**config.mk**
```make
export PLATFORM = sky130hd
export DESIGN_NAME = sata_tx_cont_gen
export DESIGN_NICKNAME = d
export VERILOG_FILES = /design/src/rtl/sata_tx_cont_gen_pkg.sv /design/src/rtl/sata_tx_cont_gen_scrambler.sv /design/src/rtl/sata_tx_cont_gen.sv
export SDC_FILE = /design/constraint.sdc
export NUM_CORES = 1
export LEC_CHECK = 0
export ABC_CLOCK_PERIOD_IN_PS = 1350
export CELL_PAD_IN_SITES_DETAIL_PLACEMENT = 0
export CELL_PAD_IN_SITES_GLOBAL_PLACEMENT = 1
export CORE_MARGIN = 2
export CORE_UTILIZATION = 29
export CTS_BUF_LIST = sky130_fd_sc_hd__clkbuf_4 sky130_fd_sc_hd__clkbuf_8
export DETAILED_ROUTE_END_ITERATION = 8
export PLACE_DENSITY_LB_ADDON = 0.08
export SYNTH_ARGS = -nofsm -noshare
export SYNTH_HDL_FRONTEND = slang
export SYNTH_SLANG_ARGS = --single-unit
```
**constraint.sdc**
```tcl
create_clock -name clk -period 1.35 [get_ports clk]
set_input_delay 0.2025 -clock clk [delete_from_list [all_inputs] [get_ports clk]]
set_output_delay 0.2025 -clock clk [all_outputs]
set_load 0.01 [all_outputs]
```
**src/rtl/sata_tx_cont_gen_pkg.sv**
```systemverilog
// SATA primitive encodings and helpers shared by the CONT generator.
// Holds the repeatable-primitive classification used to decide CONT eligibility.
package sata_tx_cont_gen_pkg;

  localparam logic [31:0] PRIM_ALIGN   = 32'h7B4A_4ABC;
  localparam logic [31:0] PRIM_CONT    = 32'h9999_AA7C;
  localparam logic [31:0] PRIM_DMAT    = 32'h3636_B57C;
  localparam logic [31:0] PRIM_EOF     = 32'hD5D5_B57C;
  localparam logic [31:0] PRIM_HOLD    = 32'hD5D5_AA7C;
  localparam logic [31:0] PRIM_HOLDA   = 32'h9595_AA7C;
  localparam logic [31:0] PRIM_PMACK   = 32'h9595_957C;
  localparam logic [31:0] PRIM_PMNAK   = 32'hF5F5_957C;
  localparam logic [31:0] PRIM_PMREQ_P = 32'h1717_B57C;
  localparam logic [31:0] PRIM_PMREQ_S = 32'h7575_957C;
  localparam logic [31:0] PRIM_R_ERR   = 32'h5656_B57C;
  localparam logic [31:0] PRIM_R_IP    = 32'h5555_B57C;
  localparam logic [31:0] PRIM_R_OK    = 32'h3535_B57C;
  localparam logic [31:0] PRIM_R_RDY   = 32'h4A4A_957C;
  localparam logic [31:0] PRIM_SOF     = 32'h3737_B57C;
  localparam logic [31:0] PRIM_SYNC    = 32'hB5B5_957C;
  localparam logic [31:0] PRIM_WTRM    = 32'h5858_B57C;
  localparam logic [31:0] PRIM_X_RDY   = 32'h5757_B57C;

  localparam logic [15:0] SCR_SEED = 16'hFFFF;

  function automatic logic prim_repeatable(input logic [31:0] dw, input logic isk);
    logic rep;
    rep = 1'b0;
    if (isk) begin
      case (dw)
        PRIM_SYNC, PRIM_X_RDY, PRIM_R_RDY, PRIM_R_IP, PRIM_R_OK, PRIM_R_ERR,
        PRIM_HOLD, PRIM_HOLDA, PRIM_WTRM, PRIM_PMREQ_P, PRIM_PMREQ_S,
        PRIM_PMACK, PRIM_PMNAK: rep = 1'b1;
        default:                rep = 1'b0;
      endcase
    end
    return rep;
  endfunction

  function automatic logic [15:0] sat_inc16(input logic [15:0] v);
    return (v == 16'hFFFF) ? v : v + 16'd1;
  endfunction

endpackage

```
**src/rtl/sata_tx_cont_gen_scrambler.sv**
```systemverilog
// SATA LFSR scrambler (x^16+x^15+x^13+x^4+1, seed 0xFFFF), one dword per enabled cycle.
// dout reflects the current state combinationally; the state advances 32 bits when en is high.
module sata_tx_cont_gen_scrambler
  import sata_tx_cont_gen_pkg::*;
#(
  parameter bit PRIM_SCRAMBLER = 1'b1
) (
  input  logic        clk,
  input  logic        rst,
  input  logic        en,
  input  logic [31:0] din,
  output logic [31:0] dout
);

  logic [15:0] lfsr_q, lfsr_d;
  logic [31:0] key;

  always_comb begin
    logic [15:0] s;
    s   = lfsr_q;
    key = '0;
    for (int i = 0; i < 32; i++) begin
      key[i] = s[15];
      s      = {s[14:0], s[15] ^ s[14] ^ s[12] ^ s[3]};
    end
    lfsr_d = s;
  end

  // Primitive-junk mode emits the raw keystream; data mode whitens din.
  assign dout = PRIM_SCRAMBLER ? key : (key ^ din);

  always_ff @(posedge clk) begin
    if (rst) begin
      lfsr_q <= SCR_SEED;
    end else if (en) begin
      lfsr_q <= lfsr_d;
    end
  end

endmodule

```
**src/rtl/sata_tx_cont_gen.sv**
```systemverilog
// Transmit CONT generator: replaces long repeatable-primitive runs with CONT + scrambled junk.
// Feature macro SATA_CONT_GEN_EN; when undefined the block is a 1-cycle registered, stallable copy.
module sata_tx_cont_gen
  import sata_tx_cont_gen_pkg::*;
#(
  parameter int MIN_REPEAT = 2
) (
  input  logic        clk,
  input  logic        rst,
  input  logic        phy_ready,
  input  logic [31:0] in_dout,
  input  logic        in_isk,
  output logic [31:0] out_dout,
  output logic        out_isk,
  output logic        cont_active,
  output logic [15:0] suppressed_count
);

  // Legal range is 2..15; an out-of-range value shows up as this scope in the hierarchy.
  if (MIN_REPEAT < 2 || MIN_REPEAT > 15) begin : g_min_repeat_out_of_range
  end

`ifdef SATA_CONT_GEN_EN
  localparam logic [3:0] MIN_REP4 = 4'(MIN_REPEAT);

  typedef enum logic [1:0] {ST_PASS, ST_REPEAT, ST_JUNK} state_e;

  state_e      state_q, state_d;
  logic [31:0] last_prim_q, last_prim_d;
  logic [3:0]  rep_cnt_q, rep_cnt_d;
  logic [31:0] dout_q, dout_d;
  logic        isk_q, isk_d;
  logic        cont_q, cont_d;
  logic [15:0] cnt_q, cnt_d;
  logic        in_rep, in_match, scr_en;
  logic [31:0] scr_dout;

  assign in_rep   = prim_repeatable(in_dout, in_isk);
  assign in_match = in_isk && (in_dout == last_prim_q);
  assign scr_en   = phy_ready && (state_q == ST_JUNK) && in_match;

  sata_tx_cont_gen_scrambler #(
    .PRIM_SCRAMBLER(1'b1)
  ) u_scrambler (
    .clk (clk),
    .rst (rst),
    .en  (scr_en),
    .din (32'd0),
    .dout(scr_dout)
  );

  always_comb begin
    state_d     = state_q;
    last_prim_d = last_prim_q;
    rep_cnt_d   = rep_cnt_q;
    dout_d      = dout_q;
    isk_d       = isk_q;
    cont_d      = cont_q;
    cnt_d       = cnt_q;
    if (phy_ready) begin
      dout_d = in_dout;
      isk_d  = in_isk;
      cont_d = 1'b0;
      case (state_q)
        ST_PASS: begin
          if (in_rep) begin
            last_prim_d = in_dout;
            rep_cnt_d   = 4'd1;
            state_d     = ST_REPEAT;
          end
        end
        ST_REPEAT: begin
          if (in_match && (rep_cnt_q < MIN_REP4)) begin
            rep_cnt_d = rep_cnt_q + 4'd1;
          end else if (in_match) begin
            dout_d  = PRIM_CONT;
            isk_d   = 1'b1;
            state_d = ST_JUNK;
          end else if (in_rep) begin
            last_prim_d = in_dout;
            rep_cnt_d   = 4'd1;
          end else begin
            state_d = ST_PASS;
          end
        end
        ST_JUNK: begin
          if (in_match) begin
            dout_d = scr_dout;
            isk_d  = 1'b0;
            cont_d = 1'b1;
            cnt_d  = sat_inc16(cnt_q);
          end else if (in_rep) begin
            // Run broken by a new repeatable primitive: it becomes run length 1.
            last_prim_d = in_dout;
            rep_cnt_d   = 4'd1;
            state_d     = ST_REPEAT;
          end else begin
            state_d = ST_PASS;
          end
        end
        default: state_d = ST_PASS;
      endcase
    end
  end

  always_ff @(posedge clk) begin
    if (rst) begin
      state_q   <= ST_PASS;
      rep_cnt_q <= 4'd0;
      dout_q    <= PRIM_SYNC;
      isk_q     <= 1'b1;
      cont_q    <= 1'b0;
      cnt_q     <= 16'd0;
    end else begin
      state_q   <= state_d;
      rep_cnt_q <= rep_cnt_d;
      dout_q    <= dout_d;
      isk_q     <= isk_d;
      cont_q    <= cont_d;
      cnt_q     <= cnt_d;
    end
  end

  always_ff @(posedge clk) begin
    last_prim_q <= last_prim_d;
  end

  assign out_dout         = dout_q;
  assign out_isk          = isk_q;
  assign cont_active      = cont_q;
  assign suppressed_count = cnt_q;

`else
  logic [31:0] dout_q;
  logic        isk_q;

  always_ff @(posedge clk) begin
    if (rst) begin
      dout_q <= PRIM_SYNC;
      isk_q  <= 1'b1;
    end else if (phy_ready) begin
      dout_q <= in_dout;
      isk_q  <= in_isk;
    end
  end

  assign out_dout         = dout_q;
  assign out_isk          = isk_q;
  assign cont_active      = 1'b0;
  assign suppressed_count = 16'd0;
`endif

endmodule

```
Word-level counts from Yosys, hierarchy flattened --
Cells that the tools add are included.
Storage, ports and cells: bits in registers 33, input bits 36, output and inout bits 50, word-level logic and storage cells 2

Depth between registers and ports, before layout --
word-level depth 0, depth in mapped cells 4, mapped depth without buffers 2

Worst setup path before layout --
No wires, ideal clock.
kind input -> register, from input port rst, to register dout_q[18], in the netlist out_dout[18], setup time 0.120 ns, arrival time 0.779 ns, data required time 1.230 ns, slack 0.452 ns, cell stages on the path 3, buffers on the path 2, cell sequence buf_2 > clkbuf_1 > a211o_1
RTL lines:
- start, declared | line sata_tx_cont_gen.sv:9 | input logic rst,
- end signal, assigned | line sata_tx_cont_gen.sv:142 | dout_q <= in_dout;
- end, declared | line sata_tx_cont_gen.sv:134 | logic [31:0] dout_q;
No word-level cell between the ends.

Final worst setup path --
from register dout_q[0], in the netlist out_dout[0], to output port out_dout[0]
RTL lines:
- end, declared | line sata_tx_cont_gen.sv:13 | output logic [31:0] out_dout,
No word-level cell between the ends.

==> flow_summary.yaml <==
route:
  drc: 0
  viasPerCell: 4.23
  wl_met2_um: 1470
  vias: 1044
  drt-total-wl_um: 3020
  drt_iter0_drc: 44
  highest_layer: "met4"
  wl_per_cell_um: 12.2
  ant_nets: 0
  dr.pass1.iters: 4
  met3_length_um: 294
  wl_met1_um: 1250
synthesis:
  synthCells: 126
  synth-seq-cells: 33
  synth_cell_types: 12
  yosys.area_share.adder_pct: 0
  synthTopCellsByCount: "dfxtp_1, a211o_1, buf_4"
  synthArstFlopShare_pct: 0
  yosys.area.top_type: "dfxtp_1"
  syn-mean-instance-area_um2: 10.7
  synth_warnings: 0
  synth-compound-area-share_pct: 13.0
  synth_edf_count: 0
  synth-main-ff-cell: "dfxtp_1"
  synthTopCellsByArea: "dfxtp_1, a211o_1, buf_4"
  yosysTopAreaCellShare_pct: 49.0
  synthXorXnorAreaFrac_pct: 0
  synth_most_common_cell: "dfxtp_1"
  synth_simple_gate_area_share_pct: 13.4
  synth-seq-area-share_pct: 49.0
  synthMuxAreaShare_pct: 9.65
  synth_top_family_by_area: "buffers and inverters"
  synth.cell_area_um2: 1350
floorplan:
  initial_core_util_pct: 30.6
  rows: 24
  top_level_ports: 86
  die_x_um: 72.2
  chipHeight_um: 72.2
  core_region_area_um2: 4410
  die_area_um2: 5210
sta:
  finalCritPeriodShare_pct: 80.3
  finalSetupViolations: 0
  period_needed_ns: 1.08
  skew_ns: 0
  tns_ns: 0
  clock.fmax_ghz: 0.922
  hold_viol: 0
  final_max_slew_viol_count: 0
  rsz0062_at_grt: "false"
status:
  status: "completed"
setup_path:
  critPathCaptureType: "output port"
  critPathTopFamily: "flip-flops"
  cp_data_arrival_time_ns: 0.88
  worstPathCellList: "dlygate4sd2_1"
  cpMaxStageDelayCell: "dfxtp_1"
  cp.required_ns: 1.15
  crit_buf_inv: 1
  start_kind: "register"
  slowest_delay_ns: 0.33
  path_class: "register to output port"
  critPathMaxFanout: 2
clock_tree:
  numCtsBuffers: 5
  clockRootBuffer: "clkbuf_8"
  worstSkewPairLatency_ns: 0.27
  cts-hold-fix-buffers: 0
  cts-resized-gates: 24
  htree_levels: 2
  cts_tree: "done"
  clk_path_buf_depth: 2
  cts_setup_buffers: 0
  clock_sinks: 33
  clk_pin_slew_ns: 0.06
placed_design:
  gp_congestion: 0.687
  dp_hpwl_um: 2190
  dpl_cell_area_um2: 2010
  io_buffers: 68
cells_and_area:
  drive_above_1_share_pct: 6.15
  fin_util_pct: 47.3
  final_cell_area_um2: 2090
  n_antenna_cell: 0
  fill_cells: 420
  nets: 231
  area.growth.synth_to_final_pct: 54.8
flow_run:
  cap_violations: 0
global_routing:
  grt-ovfl-total: 0
  grt_pass1_vias: 973
  grt_pass1_wl_um: 4660
  grtUsageTotal_pct: 11.8
  grt_max_degree: 34
  antenna_found_initial: 0
power:
  total_power_uw: 2210
  peakVddDrop_v: 0.000462
  power_leakage_uw: 0.00100
  p_per_area_nw_per_um2: 1060
worst_hold_path:
  hold_path.class: "input port to register"
[metal layers]
| layer | track usage, % | up-vias |
|---|---|---|
| li1 | - | 527 |
| met1 | 13.5 | 470 |
| met2 | 18.2 | 45 |
| met3 | 6.53 | 2 |
| met4 | 4.40 | 0 |
| met5 | 0 | - |
[final timing paths]
| check | endpoint | slack, ns | start | cells after the start |
|---|---|---|---|---|
| max reg2reg | out_dout[3] | 0.58 | out_dout[3] | 2 |
| min reg2reg | out_dout[11] | 0.49 | out_dout[11] | 2 |
| max | out_dout[0] | 0.27 | out_dout[0] | 1 |
| min | out_dout[4] | 0.34 | phy_ready | 2 |
[per-stage QoR]
stage	cells	worst slack, ns	hold slack [ns]
6_report	247	0.265	0.336
3_3_place_gp	240	0.124	0.474
2_1_floorplan	142	0.452	0.320
5_1_grt	247	0.198	0.361
3_5_place_dp	240	0.0861	0.482
4_1_cts	247	0.000472	0.332
[cells by family (layout without fill, tap and decap cells)]
family                 after synthesis  count (layout)
AND/OR/NAND/NOR                     33              33
flip-flops                          33              33
AO/OA/AOI/OAI                       20              20
other                                1              17
multiplexers                        13              13
buffers and inverters               26              79
[power breakdown]
group	total (uW)	leakage, uW	switching [uW]	internal (uW)
clock	736	0.0000477	312	424
combinational	406	0.000678	168	238
sequential	1070	0.000274	27.0	1040
total	2210	0.00100	507	1700
[layout by cell type, fill, tap and decap left out]
cell type / count
dfxtp_1: 33
dlygate4sd2_1: 24
dlymetal6s2s_1: 9
clkbuf_8: 6
clkbuf_4: 1
and2b_1: 5
buf_2: 1
buf_4: 2
nor2b_1: 15
buf_12: 2
nor2_1: 13
a211o_1: 20
clkdlybuf4s50_1: 34
conb_1: 17
mux2i_1: 13
[flip-flops by register name (all words and copies together) (netlist names)]
signal / cells
out_dout: 32
out_isk: 1
[final cells by class]
cell class	count	area [um2]	share of cell area, %
sequential	33	661	31.6
multi-input combinational	83	549	26.3
tap	52	65.1	3.12
timing repair buffer	72	723	34.6
clock buffer	7	90.1	4.31
No activity file was read; power rests on OpenSTA's default activity.
